$ cat src/rtl/shifter_pkg.sv
// Shared encodings for the operand-2 shifter.
//   AM_*  : addressing-mode select values on the AM input.
//   SH_*  : shift-type values taken from I[6:5] in shifted-register mode.
package shifter_pkg;

  localparam int unsigned DataWidth = 32;

  localparam logic [1:0] AM_ROT_IMM   = 2'b00;
  localparam logic [1:0] AM_REG       = 2'b01;
  localparam logic [1:0] AM_IMM       = 2'b10;
  localparam logic [1:0] AM_SHIFT_REG = 2'b11;

  localparam logic [1:0] SH_LSL = 2'b00;
  localparam logic [1:0] SH_LSR = 2'b01;
  localparam logic [1:0] SH_ASR = 2'b10;
  localparam logic [1:0] SH_ROR = 2'b11;

endpackage

$ cat src/rtl/barrel_shifter.sv
// Combinational 32-bit barrel shifter with ARM shift semantics.
// An amount of zero selects the special encodings: LSL #0 passes the value and
// carry through, LSR/ASR #0 mean a shift by 32, ROR #0 is RRX.
// Ports:
//   val_i   : value to shift
//   amt_i   : shift amount 0..31
//   type_i  : shift type (SH_LSL/SH_LSR/SH_ASR/SH_ROR)
//   c_i     : carry-in (LSL #0 pass-through and RRX fill bit)
//   res_o   : shifted result
//   c_o     : shifter carry-out
module barrel_shifter
  import shifter_pkg::*;
(
  input  logic [31:0] val_i,
  input  logic [4:0]  amt_i,
  input  logic [1:0]  type_i,
  input  logic        c_i,
  output logic [31:0] res_o,
  output logic        c_o
);

  // One guard bit beyond the word catches the last bit shifted out.
  logic [32:0] ext;

  always_comb begin
    ext   = '0;
    res_o = val_i;
    c_o   = c_i;
    unique case (type_i)
      SH_LSL: begin
        if (amt_i != 5'd0) begin
          ext   = {1'b0, val_i} << amt_i;
          res_o = ext[31:0];
          c_o   = ext[32];
        end
      end
      SH_LSR: begin
        if (amt_i == 5'd0) begin
          res_o = '0;
          c_o   = val_i[31];
        end else begin
          ext   = {val_i, 1'b0} >> amt_i;
          res_o = ext[32:1];
          c_o   = ext[0];
        end
      end
      SH_ASR: begin
        if (amt_i == 5'd0) begin
          res_o = {32{val_i[31]}};
          c_o   = val_i[31];
        end else begin
          ext   = $signed({val_i, 1'b0}) >>> amt_i;
          res_o = ext[32:1];
          c_o   = ext[0];
        end
      end
      SH_ROR: begin
        if (amt_i == 5'd0) begin
          res_o = {c_i, val_i[31:1]};
          c_o   = val_i[0];
        end else begin
          res_o = (val_i >> amt_i) | (val_i << (6'd32 - {1'b0, amt_i}));
          // Last bit rotated out lands in bit 31.
          c_o   = res_o[31];
        end
      end
      default: begin
        res_o = val_i;
        c_o   = c_i;
      end
    endcase
  end

endmodule

$ cat src/rtl/shifter.sv
// Operand-2 generator: selects rotated immediate, register, zero-extended
// immediate or shifted register, and registers the operand and carry-out.
// Ports:
//   clk     : clock, rising edge
//   rst     : synchronous active-high reset (clears outputs)
//   Rm      : register operand
//   I       : 12-bit instruction immediate/shift field
//   AM      : addressing-mode select
//   C_in    : current carry flag
//   N_Shift : registered shifter operand
//   C_out   : registered shifter carry-out
module shifter
  import shifter_pkg::*;
(
  input  logic        clk,
  input  logic        rst,
  input  logic [31:0] Rm,
  input  logic [11:0] I,
  input  logic [1:0]  AM,
  input  logic        C_in,
  output logic [31:0] N_Shift,
  output logic        C_out
);

  logic [31:0] bs_val;
  logic [4:0]  bs_amt;
  logic [1:0]  bs_type;
  logic [31:0] bs_res;
  logic        bs_c;

  logic [31:0] n_d, n_q;
  logic        c_d, c_q;

  // The single barrel shifter is shared: the rotated immediate borrows it as ROR.
  always_comb begin
    bs_val  = Rm;
    bs_amt  = I[11:7];
    bs_type = I[6:5];
    if (AM == AM_ROT_IMM) begin
      bs_val  = {24'b0, I[7:0]};
      bs_amt  = {I[11:8], 1'b0};
      bs_type = SH_ROR;
    end
  end

  barrel_shifter u_barrel_shifter (
    .val_i  (bs_val),
    .amt_i  (bs_amt),
    .type_i (bs_type),
    .c_i    (C_in),
    .res_o  (bs_res),
    .c_o    (bs_c)
  );

  always_comb begin
    n_d = Rm;
    c_d = C_in;
    case (AM)
      AM_ROT_IMM: begin
        // Rotate by zero must not fall into the shifter's RRX encoding.
        if (I[11:8] == 4'd0) begin
          n_d = {24'b0, I[7:0]};
          c_d = C_in;
        end else begin
          n_d = bs_res;
          c_d = bs_res[31];
        end
      end
      AM_REG: begin
        n_d = Rm;
        c_d = C_in;
      end
      AM_IMM: begin
        n_d = {20'b0, I};
        c_d = C_in;
      end
      AM_SHIFT_REG: begin
        n_d = bs_res;
        c_d = bs_c;
      end
      default: begin
        n_d = Rm;
        c_d = C_in;
      end
    endcase
  end

  always_ff @(posedge clk) begin
    if (rst) begin
      n_q <= '0;
      c_q <= 1'b0;
    end else begin
      n_q <= n_d;
      c_q <= c_d;
    end
  end

  assign N_Shift = n_q;
  assign C_out   = c_q;

endmodule

$ cat config.mk
export PLATFORM = sky130hd
export DESIGN_NAME = shifter
export DESIGN_NICKNAME = d
export VERILOG_FILES = /design/src/rtl/shifter_pkg.sv /design/src/rtl/barrel_shifter.sv /design/src/rtl/shifter.sv
export SDC_FILE = /design/constraint.sdc
export NUM_CORES = 1
export LEC_CHECK = 0
export CAP_MARGIN = 25
export CORE_MARGIN = 2
export CORE_UTILIZATION = 30
export CTS_BUF_LIST = sky130_fd_sc_hd__clkbuf_4 sky130_fd_sc_hd__clkbuf_8 sky130_fd_sc_hd__clkbuf_16
export CTS_CLUSTER_SIZE = 12
export DETAILED_ROUTE_END_ITERATION = 7
export PLACE_DENSITY = 0.61
export REMOVE_ABC_BUFFERS = 1
export SLEW_MARGIN = 20
export SYNTH_ARGS = -nofsm -noshare
export SYNTH_HDL_FRONTEND = slang
export SYNTH_SLANG_ARGS = --single-unit
$ cat constraint.sdc
create_clock -name clk -period 3.93 [get_ports clk]
set_clock_uncertainty 0.05 [all_clocks]
set_input_delay 0.786 -clock clk [delete_from_list [all_inputs] [get_ports clk]]
set_output_delay 0.786 -clock clk [all_outputs]
set_load 0.03 [all_outputs]
# After elaboration in Yosys (flattened, before gate mapping)
# Cells that the tools add are included.
totals:
  register_bits: 33
  in_bits: 49
  out_inout_bits: 33
  word_cells: 38
classes:
  add_sub_neg: 1
  n_eq_ne: 6
  n_shift: 5
  n_mux: 17
  n_bitwise: 1
  reduce_logical: 6
op_table:
  columns: ["cell", "n"]
  rows:
  - ["case mux 32 bit (4 select lines)", 2]
  - ["two-way mux 32 bit", 6]
  - ["<< shifter 32 x 5 -> 33 bit", 1]
  - ["right shift 33 x 5 -> 33 bit", 1]
  - [">>> shifter 33 x 5 -> 33 bit", 1]
  - ["bitwise OR 32 bit", 1]
  - ["<< shifter 32 x 6 -> 32 bit", 1]
  - ["right shift 32 x 5 -> 32 bit", 1]
  - ["== test 2 bit, second input constant", 4]
  - ["two-way mux 1 bit", 6]
  - ["subtractor 6 x 5 -> 6 bit, first input constant", 1]
  - ["logical NOT 5 bit", 1]
  - ["nonzero test 5 bit", 1]
  - ["== test 2 x 1 -> 1 bit, second input constant", 2]
  - ["logical NOT 2 bit", 2]
  - ["logical NOT 4 bit", 1]
  - ["case mux 1 bit (4 select lines)", 1]
  - ["case mux 1 bit (3 select lines)", 1]
  - ["two-way mux 2 bit", 1]
  - ["OR reduction 2 bit", 1]

# Longest topological paths before layout
logic_depth:
  word_depth: 9
  ltp_mapped: 17
  depth_no_buf: 15

# Hierarchy
# Synthesis repeated with hierarchy kept, for this count alone.
hier_totals:
  cells_unflattened: 1164
  hier_area_um2: 9263.9
modules_own_cells:
  columns: ["mod", "instances", "cells_per_inst", "area_each_um2", "seq_area_each_um2"]
  rows:
  - ["barrel_shifter", 1, 952, 7483.4, 0.0]
  - ["shifter", 1, 212, 1780.5, 660.6]

# Least setup slack after synthesis
# No wires, ideal clock.
synth_timing:
  path_kind: "input -> register"
  from: "input port I[8]"
  to: "register n_q[17], in the netlist N_Shift[17]"
  setup_ps: 81
  t_arrival_ps: 3708
  setup_slack_ps: 92
  stages: 14
  path_buffers: 6
  path_cell_list: "buf_2 inv_2 buf_2 buf_2 ha_1 and2_1 ha_1 clkbuf_1 clkbuf_1 clkbuf_1 a41oi_1 o32ai_1 o21ai_0 a41oi_1"
synth_via:
  elab_chain_cells: 7
  elab_cells_between_ends: 17
  classes_between: "add/sub (1); shift (5); mux (7); bitwise (1); reduce/logical (3)"
synth_rtl:
  columns: ["element", "line", "source"]
  rows:
  - ["from (decl)", "shifter.sv:18", "input logic [11:0] I,"]
  - ["subtractor 6 x 5 -> 6 bit", "barrel_shifter.sv:62", "res_o = (val_i >> amt_i) | (val_i << (6'd32 - {1'b0, amt_i}));"]
  - ["<< shifter 32 x 6 -> 32 bit", "barrel_shifter.sv:62", null]
  - ["bitwise OR 32 bit", "barrel_shifter.sv:62", null]
  - ["two-way mux 32 bit", "barrel_shifter.sv:58", "if (amt_i == 5'd0) begin"]
  - ["case mux 32 bit (4 select lines)", "barrel_shifter.sv:29", "unique case (type_i)"]
  - ["two-way mux 32 bit", "shifter.sv:61", "if (I[11:8] == 4'd0) begin"]
  - ["case mux 32 bit (4 select lines) (*)", "shifter.sv:58", "case (AM)"]
  - ["to (signal assigned)", "shifter.sv:93", "n_q <= n_d;"]
  - ["to (decl)", "shifter.sv:31", "logic [31:0] n_d, n_q;"]
# Mark *: on every way between the ends. The rest lies on a longest branch, timed or not.
# A chain may end at the register's enable or synchronous reset.

# Worst setup path in the final report
layout_timing:
  from: "input port Rm[11]"
  to: "register n_q[10], in the netlist N_Shift[10]"
layout_via:
  elab_chain_cells: 7
  elab_cells_between_ends: 14
  classes_between: "shift (5); mux (8); bitwise (1)"
layout_rtl:
  columns: ["element", "line", "source"]
  rows:
  - ["from (decl)", "shifter.sv:17", "input logic [31:0] Rm,"]
  - ["two-way mux 32 bit (*)", "shifter.sv:39", "if (AM == AM_ROT_IMM) begin"]
  - ["<< shifter 32 x 6 -> 32 bit / right shift 32 x 5 -> 32 bit (equally long branches)", "barrel_shifter.sv:62", null]
  - ["bitwise OR 32 bit", "barrel_shifter.sv:62", null]
  - ["two-way mux 32 bit", "barrel_shifter.sv:58", null]
  - ["case mux 32 bit (4 select lines) (*)", "barrel_shifter.sv:29", null]
  - ["two-way mux 32 bit", "shifter.sv:61", null]
  - ["case mux 32 bit (4 select lines) (*)", "shifter.sv:58", null]
# Marked as above.

==> reports/results.ini <==
[outcome]
status=finished clean

[setup_path]
path_delay_family=compound AO/OA/AOI/OAI gates
worstPathRequired_ns=4.04
cp_max_fo=5
critPathLaunchType=input pin
worst_path_largest_cell_delay_ns=0.69
critPathKind=in -> reg
cpMaxStageDelayCell=clkdlybuf4s50_1
endpoint_kind=flip-flop
crit_arrival_ns=3.84
critical_path_buf_inv_count=2
crit_chain=clkdlybuf4s50_1, buf_4, mux2i_1, nand2_1, nand3_1, o22ai_1, o21ai_0, a22oi_1, o211ai_1, o31ai_1

[cells_and_area]
n_antenna_cell=0
drive_gt1_share_pct=35.3
finalCoreUtilization_pct=45.9
area_growth_pct=49.7
finalNetCount=1754

[place]
dp_hpwl_um=54100
portBuffers=81
place.gp.congestion=1.11

[power_and_ir_drop]
power_density_nw_per_um2=241
switching_share_pct=49.3
p_int_mw=1.67
power_frac_seq_pct=11.5
cellLeakagePower_nw=5.71
p_comb_share_pct=74.8
p_clk_share_pct=13.7
ir_drop_mv=0.135
switchingPower_mw=1.63

[cts]
cts_tree=built
clk_pin_slew_worst_paths_ns=0.07
cts.hold.buffers_added=0
htreeDepth=2
cts-root-buf=clkbuf_16
cts.sinks=33
cts_buffers=5
clk_path_buf_depth=2

[yosys]
ys_ff_latch=33
yosysUniqueCellTypes=97
syn_avg_cell_area_sq_um=7.01
synth.most_common_cell=nand2_1
synth-main-ff-cell=dfxtp_1
synth-seq-area-share_pct=7.23
syn-cell-area_sq_um=9130
synthCells=1303
yosysWarnings=0
synth_area_leaders=mux2i_1 (10%), mux4_2 (8.6%), dfxtp_1 (7.2%)
synth_common_cells=nand2_1 (135), a21oi_1 (125), nor2_1 (124), o21ai_0 (104), mux2i_1 (92)
synth_edf_count=0
synthArstFlopShare_pct=0
synth_top_area_cell=mux2i_1
synth_top_area_share_pct=10.1

[drt]
vias_per_cell=6.57
drt-initial-drc-count=2238
avgRoutedWirePerCell_um=32.4
ant_nets=0
drc=0
vias=13700
firstDrtPassIters=6
wl_um=67600

[global_routing]
antenna_found_initial=0
grt_remaining_overflow=0
grt_use_total_pct=41.9
grt_pass1_vias=12900
grt_pass1_wl_um=94600
grt_max_degree=74

[timing]
min_period_over_period_pct=94.9
worst_pin_slew_ns=0.813
whs_ns=1.14
slew_viol_final=0
setup_viol=0
relSlewSlack_pct=45.6
clock.fmax_ghz=0.268
period_minus_slack_ns=3.73
rsz0062_at_grt=false
finalHoldViolCount=0

[floorplanning]
die_h_um=178
coreArea_sq_um=29800
die_w_um=178
ios=82
die_area_sq_um=31900
rows=63
initial_core_util_pct=30.7

[job]
cap_violations=0

[hold_path]
hold_class=in -> reg

[cell type report]
class / count / area (sq um)
repair buffers: 538 / 4480
well taps: 390 / 488
multi-input cells: 1099 / 7820
fillers: 3073 / 16100
flip-flops and latches: 33 / 661
clock buffers: 7 / 146
inverters: 22 / 85.1
[cell usage in the layout, fill, tap and decap left out, types with 8 or more instances in the layout]
cell type / count
buf_12: 15
clkbuf_16: 8
a221oi_1: 17
o221ai_1: 10
mux2i_1: 86
o22ai_1: 17
clkdlybuf4s50_1: 75
o21ai_1: 10
nor2b_1: 20
a221o_1: 8
a22oi_1: 22
inv_1: 16
a21o_1: 16
nor2_1: 123
buf_4: 441
a31oi_1: 18
o21ai_0: 98
o21a_1: 10
nor3_1: 41
a311oi_1: 10
nand2b_1: 14
o211ai_1: 18
a211oi_1: 29
nand2_1: 135
o31ai_1: 17
nand3_1: 21
mux4_2: 35
mux2_2: 23
a21oi_1: 123
dfxtp_1: 33
and2_1: 12
[metrics by stage]
stage | std cells | instance area, sq um | power [mW] | setup TNS (ns) | worst slack, ns
6_report | 2089 | 13700 | 3.30 | 0 | 0.200
5_1_grt | 2089 | 13700 | 3.37 | 0 | 0.166
4_1_cts | 2083 | 13500 | 3.14 | 0 | 0.00474
3_5_place_dp | 2074 | 13300 | 2.67 | -7.29 | -0.784
3_3_place_gp | 2074 | 13300 | 2.68 | -7.01 | -0.824
2_1_floorplan | 1154 | 8390 | 1.33 | -127.95 | -4.36
[power by group through the flow]
stage | clock, mW | combinational, mW | sequential [mW]
after floorplan | 0 | 0.886 | 0.439
after global placement | 0 | 2.29 | 0.387
after detailed placement | 0 | 2.28 | 0.386
after CTS | 0.453 | 2.31 | 0.379
after global routing | 0.465 | 2.53 | 0.380
final | 0.453 | 2.47 | 0.379
[registers in the layout, summed over array words and instances (netlist names)]
name     cells
N_Shift     32
C_out        1
[logic make-up after synthesis]
group	Yosys count	share of synthesized area, %
AOI/OAI and AO/OA	525	39.5
and+or+nand+nor	413	20.9
buffers and inverters	171	9.04
muxes	152	21.9
DFF	33	7.23
adders and majority gates	7	0.931
xor gates and xnor gates	2	0.397
[layer usage]
layer	vias up	global-route usage, %	share of wire [%]
met2	1114	59.4	40
met1	6569	56.5	40
met4	0	25.3	7.5
met3	256	10.8	12
li1	5791	-	-
met5	-	0	0
[path summary, 6_finish.rpt]
path	startpoint	end	slack, ns	depth (start not counted)
min	AM[1]	C_out	1.14	6
max	Rm[11]	N_Shift[10]	0.20	10
[repair_timing]
action / 4_1_cts / 5_1_grt
pin swaps: 2 / 8
gates resized for setup: 13 / 28
gates cloned: 0 / 3
buffers inserted: 2 / 3
endpoints found under the setup margin: 9 / 24
(Power assumes the default switching activity.)
